==> src/rtl/list_range_producer.sv <==
// Producer end of a lazy list stream: answers req with ack/value/eol for the inclusive range
// start_val, start_val+step_val, .. end_val. Optional element counter: define LIST_RANGE_COUNT_EN.
module list_range_producer #(
  parameter int WIDTH = 8
`ifdef LIST_RANGE_COUNT_EN
  , parameter int CNT_WIDTH = 16
`endif
) (
  input  logic             clock,
  input  logic             reset,
  input  logic             ready,
  output logic             done,
  input  logic [WIDTH-1:0] start_val,
  input  logic [WIDTH-1:0] end_val,
  input  logic [WIDTH-1:0] step_val,
  input  logic             req,
  output logic             ack,
  output logic             eol,
  output logic [WIDTH-1:0] value
`ifdef LIST_RANGE_COUNT_EN
  , output logic [CNT_WIDTH-1:0] elem_count
`endif
);

  typedef enum logic [1:0] {IDLE, ARMED, ACKED, EXHAUSTED} state_t;

  state_t                  state;
  logic signed [WIDTH-1:0] cur;
  logic signed [WIDTH-1:0] end_r;
  logic signed [WIDTH-1:0] step_r;
  logic                    last;

  logic signed [WIDTH:0]   cur_w;
  logic signed [WIDTH:0]   step_w;
  logic signed [WIDTH:0]   end_w;
  logic signed [WIDTH:0]   next_w;
  logic                    next_out;
  logic                    args_empty;

  // The WIDTH+1 sum is exact, so an overflowing next element always lands beyond end_r
  // and is rejected by the bound compare; no wrapped value is ever emitted.
  always_comb begin
    cur_w    = {cur[WIDTH-1], cur};
    step_w   = {step_r[WIDTH-1], step_r};
    end_w    = {end_r[WIDTH-1], end_r};
    next_w   = cur_w + step_w;
    next_out = 1'b0;
    if (step_r[WIDTH-1])
      next_out = (next_w < end_w);
    else if (step_r != '0)
      next_out = (next_w > end_w);
  end

  always_comb begin
    args_empty = step_val[WIDTH-1] ? ($signed(start_val) < $signed(end_val))
                                   : ($signed(start_val) > $signed(end_val));
  end

  always_ff @(posedge clock) begin
    if (reset) begin
      state  <= IDLE;
      done   <= 1'b0;
      ack    <= 1'b0;
      eol    <= 1'b0;
      value  <= '0;
      cur    <= '0;
      end_r  <= '0;
      step_r <= '0;
      last   <= 1'b0;
`ifdef LIST_RANGE_COUNT_EN
      elem_count <= '0;
`endif
    end else if (state != IDLE && !ready) begin
      state <= IDLE;
      done  <= 1'b0;
      ack   <= 1'b0;
      eol   <= 1'b0;
      value <= '0;
`ifdef LIST_RANGE_COUNT_EN
      elem_count <= '0;
`endif
    end else begin
      ack   <= 1'b0;
      eol   <= 1'b0;
      value <= '0;
      case (state)
        IDLE: begin
          if (ready) begin
            cur    <= start_val;
            end_r  <= end_val;
            step_r <= step_val;
            last   <= args_empty;
            done   <= 1'b1;
            state  <= args_empty ? EXHAUSTED : ARMED;
          end
        end
        ARMED: begin
          if (req) begin
            ack   <= 1'b1;
            value <= cur;
            cur   <= next_w[WIDTH-1:0];
            last  <= next_out;
            state <= ACKED;
`ifdef LIST_RANGE_COUNT_EN
            if (elem_count != '1)
              elem_count <= elem_count + CNT_WIDTH'(1);
`endif
          end
        end
        // One ack per req assertion: wait for req to be seen low before re-arming.
        ACKED: begin
          if (!req)
            state <= last ? EXHAUSTED : ARMED;
        end
        EXHAUSTED: begin
          if (req) begin
            ack   <= 1'b1;
            eol   <= 1'b1;
            state <= ACKED;
          end
        end
        default: state <= IDLE;
      endcase
    end
  end

endmodule
==> config.mk <==
export PLATFORM = sky130hd
export DESIGN_NAME = list_range_producer
export DESIGN_NICKNAME = d
export VERILOG_FILES = /design/src/rtl/list_range_producer.sv
export SDC_FILE = /design/constraint.sdc
export NUM_CORES = 1
export LEC_CHECK = 0
export ABC_AREA = 1
export BUFFER_PORTS_ARGS = -buffer_cell sky130_fd_sc_hd__buf_2
export CORE_UTILIZATION = 45
export DETAILED_ROUTE_END_ITERATION = 8
export PLACE_DENSITY = 0.63
export SLEW_MARGIN = 0
export SYNTH_ARGS = -nofsm -noshare
export SYNTH_HDL_FRONTEND = slang
export SYNTH_SLANG_ARGS = --single-unit
==> constraint.sdc <==
create_clock -name clock -period 3.95 [get_ports clock]
set_input_delay 0.1975 -clock clock [delete_from_list [all_inputs] [get_ports clock]]
set_output_delay 0.1975 -clock clock [all_outputs]
set_load 0.005 [all_outputs]
==> impl_metrics.yaml <==
clock_tree:
  cts_hold_buf: 0
  clk_pin_slew_ns: 0.08
  cts_root_buffer: "clkbuf_8"
  cts.path.max_buffers: 2
  cts_sinks: 38
  cts_buffers: 5
  htreeDepth: 2
  worst_skew_pair.late_latency_ns: 0.30
  postCtsResizedCells: 0
  cts_post_setup_buffers_inserted: 0
  cts_tree: "built"
hold_path:
  hold_class: "input pin to flip-flop"
sta:
  clock_skew_ns: 0.00402
  slew_violations: 0
  rsz0062_at_grt: "no"
  min_period_ns: 2.75
  finalWorstSetupSlack_ns: 1.20
  hold_viol: 0
  fmax_mhz: 364
  slew_headroom: 0.678
  fin_crit_sh: 0.695
  finalSetupViolations: 0
  worst_slew_pin_slew_ns: 0.481
  tns_ns: 0
pwr:
  total_power_mw: 1.17
  leakagePower_nw: 1.42
  max-vdd-ir-drop_v: 0.000208
  p_per_area_mw_per_mm2: 432
yosys:
  ys_types: 33
  ys_seq_area_frac: 0.323
  synth_area_mm2: 0.00235
  async_flop_share: 0
  synth_edf_count: 0
  ys.warnings.count: 0
  synth-seq-cells: 38
  syn_nets: 389
  synth_ff_type: "dfxtp_1"
  avgSynthCellArea_um2: 7.02
  syn_inst: 335
finish:
  nets: 428
  fill_cells: 494
  layout-area-overhead-vs-synth_pct: 14.7
  n_antenna_cell: 0
  drive_above_1_share: 0.155
  final_common_cell: "inv_1"
  mostFrequentLayoutCells: "inv_1, nand2_1, nor2_1, dfxtp_1, buf_2"
  finalCoreUtilization: 0.553
grt:
  grt_pass1_wl_um: 9080
  antenna_found_initial: 0
  overflow: 0
  first_global_vias: 1878
  grt_start_max_net_pins: 27
  grtUsageTotal: 0.223
critical_path:
  cpPeakStageDelay_ns: 0.43
  cp_top_family: "adder cells"
  cp-end-kind: "flip-flop"
  start_kind: "flip-flop"
  path_cells: "ha_1 -> fa_1 -> nand4_1 -> o211ai_1 -> a21oi_1 -> o21a_1 -> ha_1 -> nand2_1 -> inv_1 -> a21oi_1 -> nand3_1 -> nand2_1 -> nand3_1 -> nand3_1 -> nand3_1 -> nand2_1 -> inv_1"
  cp.required_ns: 4.16
  critical_path_class: "flip-flop to flip-flop"
  cp_common_cell: "nand3_1"
  worst-path-max-fanout: 6
  critPathArrivalTime_ns: 2.95
  slowest_stage: "fa_1"
  crit_buf_inv: 2
drt:
  ant_nets: 0
  drt-total-wl_um: 5620
  drc: 0
  vias: 2158
  routedWlPerCell_um: 12.7
  drt_iter0_markers: 155
  routed_via_density: 4.88
  dr.pass1.iters: 4
die:
  start_util: 0.482
  row_count: 25
  die_area_mm2: 0.00552
  die_h_um: 74.3
  fp.dieW_um: 74.3
  ios: 39
  core_area_mm2: 0.00488
status:
  status: "finished, final reports clean"
placement:
  port_buffers: 38
  dp_slack_ns: 1.24
  hpwlAfterDp_um: 4460
  routabilityCongestion: 0.905
run:
  drv_cap: 0
cell families after synthesis:
kind of cell / share of synthesized area
compound gates: 0.144
xor+xnor: 0.0186
fa+ha+maj: 0.141
buf+inv: 0.115
flops: 0.323
simple gates: 0.257
worst min-delay path: stages:
cell and delay (ns):
buf_2 0.07, nor2_1 0.03, nor2_1 0.08
path summary, 6_finish.rpt:
| kind | slack [ns] | from | end | cells past startpoint |
|---|---|---|---|---|
| max | 1.20 | cur[0]$_SDFFE_PP0P_ | last$_SDFFE_PP0P_ | 17 |
| max reg2reg | 1.20 | cur[0]$_SDFFE_PP0P_ | last$_SDFFE_PP0P_ | 17 |
| min | 0.11 | step_val[2] | step_r[2]$_SDFFE_PP0P_ | 3 |
| min reg2reg | 0.46 | cur[3]$_SDFFE_PP0P_ | value[3]$_SDFF_PP0_ | 2 |
through the flow:
stage,cells,area [µm²],hold WS [ns]
3_3_place_gp,434,2580,0.421
2_1_floorplan,335,2350,0.301
6_report,442,2700,0.113
4_1_cts,442,2700,0.113
3_5_place_dp,434,2580,0.426
5_1_grt,442,2700,0.129
state kept, by name, indices dropped and copies added, names as in the netlist:
name	count
ack	1
cur	8
done	1
end_r	8
eol	1
last	1
state	2
step_r	8
value	8
layer usage:
layer,wire length [µm],up-vias,global-route usage
met5,0,-,0
met4,69,0,0.0734
met3,339,5,0.0447
met2,2360,52,0.332
met1,2850,946,0.322
li1,-,1155,-
cells in the mapped netlist (5+ instances only):
master	n	area share
nand4_1	5	0.013
inv_1	58	0.093
dfxtp_1	38	0.32
nor2_1	44	0.070
o21ai_0	24	0.051
ha_1	25	0.13
nand2_1	52	0.083
nand3_1	21	0.045
a21oi_1	28	0.060
area by class of cell:
type                    instances  area (µm²)  share of cell area
multi-input cells             230        1320               0.490
clock buffers                   5        68.8              0.0255
well taps                      67        83.8              0.0311
repair buffers                 38         190              0.0705
flip-flops and latches         38         761               0.282
inverters                      61         229              0.0848
clock inverters                 3        45.0              0.0167
power breakdown:
group	internal (mW)	switching (mW)	total [mW]
Combinational	0.146	0.232	0.378
Sequential	0.416	0.0297	0.446
Clock	0.188	0.155	0.343
Total	0.750	0.417	1.17
(Power assumes the default switching activity.)
